**src/rtl/prog_freq_divider.sv**
```systemverilog
// Runtime-programmable divided clock / clock-enable generator with handshaked config loads.
// Optional FREQ_DIV_SYNC_EN adds a sync_in phase-realign strobe.
module prog_freq_divider #(
  parameter int          WIDTH        = 26,
  parameter int unsigned DEFAULT_DIV  = 1350000,
  parameter int unsigned DEFAULT_HIGH = 675000
) (
  input  logic             clk_in,
  input  logic             reset,
  input  logic             enable,
  input  logic [WIDTH-1:0] cfg_div,
  input  logic [WIDTH-1:0] cfg_high,
  input  logic             cfg_load,
`ifdef FREQ_DIV_SYNC_EN
  input  logic             sync_in,
`endif
  output logic             cfg_ack,
  output logic             cfg_err,
  output logic             clk_out,
  output logic             tick,
  output logic [WIDTH-1:0] count
);

  typedef enum logic {STOPPED = 1'b0, RUN = 1'b1} state_t;

  state_t           state_reg, state_next;
  logic [WIDTH-1:0] div_reg, high_reg;
  logic [WIDTH-1:0] pend_div_reg, pend_high_reg;
  logic             pend_valid_reg;
  logic [WIDTH-1:0] count_next;
  logic             clk_out_next, tick_next;
  logic             apply, wrap, load_ok, resync;

`ifdef FREQ_DIV_SYNC_EN
  assign resync = sync_in;
`else
  assign resync = 1'b0;
`endif

  assign wrap    = (count == div_reg - WIDTH'(1));
  assign load_ok = (cfg_div >= WIDTH'(2)) && (cfg_high <= cfg_div);

  // Pending config is only ever applied while count restarts at 0, so the
  // new period always begins cleanly with the new values.
  always_comb begin
    state_next   = state_reg;
    count_next   = '0;
    clk_out_next = 1'b0;
    tick_next    = 1'b0;
    apply        = 1'b0;
    case (state_reg)
      STOPPED: begin
        apply = pend_valid_reg;
        if (enable) state_next = RUN;
      end
      RUN: begin
        if (!enable) begin
          state_next = STOPPED;
        end else begin
          clk_out_next = (count < high_reg);
          tick_next    = wrap;
          if (wrap || resync) apply = pend_valid_reg;
          else count_next = count + WIDTH'(1);
        end
      end
      default: state_next = STOPPED;
    endcase
  end

  always_ff @(posedge clk_in) begin
    if (reset) begin
      state_reg      <= STOPPED;
      count          <= '0;
      clk_out        <= 1'b0;
      tick           <= 1'b0;
      cfg_ack        <= 1'b0;
      cfg_err        <= 1'b0;
      div_reg        <= WIDTH'(DEFAULT_DIV);
      high_reg       <= WIDTH'(DEFAULT_HIGH);
      pend_div_reg   <= '0;
      pend_high_reg  <= '0;
      pend_valid_reg <= 1'b0;
    end else begin
      state_reg <= state_next;
      count     <= count_next;
      clk_out   <= clk_out_next;
      tick      <= tick_next;
      cfg_ack   <= apply;
      cfg_err   <= cfg_load && !load_ok;
      if (apply) begin
        div_reg  <= pend_div_reg;
        high_reg <= pend_high_reg;
      end
      // A load coinciding with application becomes the next pending config.
      if (cfg_load && load_ok) begin
        pend_div_reg   <= cfg_div;
        pend_high_reg  <= cfg_high;
        pend_valid_reg <= 1'b1;
      end else if (apply) begin
        pend_valid_reg <= 1'b0;
      end
    end
  end

endmodule

```
**config.mk**
```make
export PLATFORM = sky130hd
export DESIGN_NAME = prog_freq_divider
export DESIGN_NICKNAME = d
export VERILOG_FILES = /design/src/rtl/prog_freq_divider.sv
export SDC_FILE = /design/constraint.sdc
export NUM_CORES = 1
export LEC_CHECK = 0
export CAP_MARGIN = 20
export CORE_UTILIZATION = 40
export CTS_CLUSTER_DIAMETER = 120
export DETAILED_ROUTE_END_ITERATION = 7
export PLACE_DENSITY_LB_ADDON = 0.12
export SLEW_MARGIN = 20
export SYNTH_ARGS = -nofsm -noshare
export SYNTH_HDL_FRONTEND = slang
export SYNTH_SLANG_ARGS = --single-unit
```
**constraint.sdc**
```tcl
create_clock -name clk_in -period 2.9 [get_ports clk_in]
set_input_delay 0.58 -clock clk_in [delete_from_list [all_inputs] [get_ports clk_in]]
set_output_delay 0.58 -clock clk_in [all_outputs]
set_load 0.02 [all_outputs]
```
After elaboration in Yosys (flattened, before gate mapping)
Cells that the tools add are included.

Logic and storage cells: 32. Input port bits: 56. Register bits after elaboration: 136. Output and inout bits: 30.

Equality and inequality tests: 1. Bitwise gates (word level): 2. Reductions and logical operators: 7. Add/subtract/negate cells: 2. Muxes and demuxes: 6. $lt $le $gt $ge: 3.

Operator list (number): $add 26x1->26 const B (1); $eq 26x26->1 (1); $ge 26x2->1 const B (1); $le 26x26->1 (1); $lt 26x26->1 (1); $sub 26x1->26 const B (1); $mux 1 (5); $reduce_or 4->1 (1); $logic_and 1x1->1 (3); $reduce_or 3->1 (1); $not 1->1 (2); $pmux 1 s2 (1); $reduce_bool 2->1 (1); $logic_not 1->1 (1).

Depth between registers and ports, before layout
Depth in word-level cells: 7. Depth in mapped cells: 11. Mapped depth without buffers: 9.

Worst setup path after synthesis
No wires, ideal clock.

Kind: register to register. Start point: reg div_reg[18]. End point: reg div_reg[18]. Data required time: 2767 ps. Cell stages (with the launch flop): 11. Path buffers: 3. Arrival: 2952 ps. Setup time: 133 ps. Period minus slack after synthesis: 3085 ps. Slack: -185 ps. Cell sequence: dfxtp_1 buf_2 or4_4 or3_1 a2111o_1 a21boi_1 or4b_1 clkbuf_1 buf_2 nor4_1 nor3_1.

Cells in the longest elaborated chain, start to end: 5.

RTL lines: start: declaration (RTL line 27) `logic [WIDTH-1:0] div_reg, high_reg;`; start signal: assignment (RTL line 78) `div_reg <= WIDTH'(DEFAULT_DIV);`; start signal: assignment (RTL line 91) `div_reg <= pend_div_reg;`; $sub 26x1->26 (RTL line 40) `assign wrap = (count == div_reg - WIDTH'(1));`; $eq 26x26->1 (RTL line 40); $mux 1 (RTL line 62) `if (wrap || resync) apply = pend_valid_reg;`; $mux 1 (RTL line 57) `if (!enable) begin`; $pmux 1 s2 (RTL line 51) `case (state_reg)`.

No other way between the ends. A chain may end at the register's enable or synchronous reset.

Worst setup path in the final report
Start point: reg div_reg[17]. End point: reg high_reg[5].

Cells in the longest elaborated chain, start to end: 5.

RTL lines: $sub 26x1->26 (RTL line 40); $eq 26x26->1 (RTL line 40); $mux 1 (RTL line 62); $mux 1 (RTL line 57); $pmux 1 s2 (RTL line 51); end signal: assignment (RTL line 79) `high_reg <= WIDTH'(DEFAULT_HIGH);`; end signal: assignment (RTL line 92) `high_reg <= pend_high_reg;`; end: declaration (RTL line 27).

No other way between the ends.

==> flow_summary.toml <==
[synth]
synth_fa_ha_area_frac = 0.07534
ys_async_sr_fraction = 0
synth_top_family_by_area = "simple AND/OR/NAND/NOR gates"
synth_warnings = 0
syn-num-nets = 1243
synth_xor_area_frac = 0.05075
synthSimpleGateAreaFrac = 0.2472
netlist_area_sq_um = 8802
synthMuxAreaShare = 0.002274
synth_compound_area_frac = 0.2463
ys_types = 61
yosysSeqAreaShare = 0.3093
synthFlopType = "dfxtp_1"
netlist_instances = 1134
synth_seq_cells = 136
avgSynthCellArea_sq_um = 7.762
synth_edf_count = 0

[global_routing]
grt_pass1_wl_um = 45200
grt_max_degree = 96
grt_usage = 0.2553
grt_pass1_vias = 8505
grt_antenna_before_repair = 0
grt_remaining_overflow = 0

[route]
drc = 0
firstDrtPassIters = 6
ant_nets = 0
via_per_inst = 5.876
avgRoutedWirePerCell_um = 18.40
vias = 9178
wirelength_um = 28740
drt_iter0_markers = 497

[place]
dpl.hpwl_um = 20000
port_buffers = 85
place.gp.congestion = 0.8479

[finish]
area_growth_pct = 34.54
fillers = 2018
fin_nets = 1383
finalCoreUtilization = 0.5563
diodes = 0
drive_gt1_frac = 0.1865

[floorplan]
pin_count = 86
die_h_um = 150.3
dieArea_sq_um = 22600
start_util = 0.4135
die_width_um = 150.3
core_area_sq_um = 21290
rows = 53

[pwr]
p_total_mw = 5.202
ir_drop_uv = 385.2
powerDensity_nw_per_um2 = 439.3
p_leak_nw = 4.386

[timing]
finalCritPeriodShare = 1.020
hold_viol_final = 0
setup_violations = 24
period_minus_slack_ns = 2.957
rsz0062_at_grt = "yes"
max-slew-margin-rel = 0.5204
fmax_mhz = 338.2
maxSlewViolCount = 0
tightest_slew_ns = 0.7186
setup_ws_ns = -0.05670
fin_skew_ns = 0.01138

[outcome]
status = "complete, but fails checks"
violations = "setup timing"

[critical_path]
cp-end-kind = "flip-flop"
critPathLaunchType = "flip-flop"
crit_arrival_ns = 3.26
critPathMaxFanout = 9
worstPathRequired_ns = 3.20
crit_type = "reg2reg"

[cts]
htreeDepth = 4
cts_tree = "built"
cts_sinks = 136
clk_pin_slew_ns = 0.07
clock_path_buffers = 2
clkLatencyLatePin_ns = 0.43
ctsHoldBuffers = 0
cts_root_buf = "clkbuf_16"
cts_inserted_buffers = 17

[run]
cap_violations = 0

[min_path]
hold_class = "reg2reg"
-- Yosys cell counts (6+ instances only) --
master       n  share of area
a31oi_1     35          0.025
nand2b_1    22          0.016
o31ai_1     21          0.018
ha_1        53          0.075
a2111oi_0   19          0.019
nand3_1     71          0.040
o21ai_0     65          0.037
buf_2        7         0.0040
nor2_1      64          0.027
nor3b_1     19          0.016
a211oi_1     7         0.0060
or3_1       22          0.016
nand4_1     16          0.011
o211ai_1     7         0.0060
o311ai_1    34          0.034
a21oi_1     66          0.038
nor4_1      27          0.019
o21ai_1     16         0.0091
nor2b_1      6         0.0043
nand2_1     76          0.032
inv_1       57          0.024
xor2_1      27          0.027
a2111o_1    21          0.027
clkbuf_1    90          0.038
nor3_1      54          0.031
a21o_1      10         0.0085
or4_1        6         0.0051
xnor2_1     24          0.024
dfxtp_1    136           0.31
-- cells in the final DEF (no fill, tap or decap), drive strengths merged, types with 24 or more instances in the layout --
cell and n:
a21oi 66, a31oi 35, buf 134, clkdlybuf4s50 84
dfxtp 136, ha 53, inv 69, nand2 77
nand3 71, nor2 64, nor3 54, nor4 28
o21ai 81, o311ai 35, xnor2 24, xor2 27
-- final timing paths --
check	startpoint	end	slack (ns)	cells past startpoint
hold reg to reg	pend_high_reg[11]	pend_high_reg[11]	0.47	2
setup / recovery	div_reg[17]	high_reg[5]	-0.06	8
setup reg to reg	div_reg[17]	high_reg[5]	-0.06	8
hold / removal	pend_high_reg[11]	pend_high_reg[11]	0.47	2
-- layer usage --
layer / routed length (um) / global-route usage / part of all wire
met3: 1215 / 0.03182 / 0.042
met5: 0 / 0 / 0
met1: 14110 / 0.3781 / 0.49
met4: 588 / 0.08687 / 0.020
met2: 12830 / 0.3767 / 0.45
-- per-stage QoR --
stage          hold WS [ns]  area [sq um]  cells  setup slack [ns]  setup TNS (ns)
2_1_floorplan        0.4482          8862   1134          -0.05354          -1.029
3_3_place_gp         0.4612         10800   1522           -0.3204          -27.48
4_1_cts              0.4767         11500   1555          -0.03378         -0.1727
6_report             0.4746         11840   1562          -0.05670         -0.5538
5_1_grt              0.5118         11840   1562           -0.1486          -4.275
3_5_place_dp         0.4669         10820   1523           -0.3933          -28.76
-- cell type report --
| class | count | area (sq um) | area share |
|---|---|---|---|
| Inverter | 58 | 217.7 | 0.01838 |
| Tap cell | 275 | 344.1 | 0.02905 |
| Multi-Input combinational cell | 839 | 5803 | 0.4900 |
| Sequential cell | 136 | 2736 | 0.2311 |
| Timing Repair Buffer | 222 | 2156 | 0.1820 |
| Clock buffer | 18 | 439.2 | 0.03708 |
| Clock inverter | 14 | 146.4 | 0.01236 |
-- repair_timing --
item	4_1_cts	5_1_grt
resized for setup	26	60
pin swaps	3	5
buffers inserted	0	1
gates cloned	0	6
endpoints found under the setup margin	80	133
hold endpoints to repair	0	0
-- report_power, final --
group / switching, mW / leakage, nW / internal [mW]
combinational: 0.514 / 2.99 / 0.428
clock: 1.00 / 0.289 / 1.18
sequential: 0.110 / 1.11 / 1.97
-- cells by family after synthesis --
group | Yosys count
DFF | 136
AOI/OAI and AO/OA | 322
xor gates and xnor gates | 51
buffers and inverters | 159
adders and majority gates | 53
and+or+nand+nor | 411
muxes | 2
-- critical path, cell delays in order, from the launching register on --
cell and delay [ns]:
dfxtp_2 0.32, or4_4 0.54, or3_1 0.39, a2111o_1 0.40, a21boi_2 0.15, or4b_4 0.54
clkbuf_16 0.21, nor4_2 0.21, nor3_1 0.07
Power figures use the tool's default switching activity.
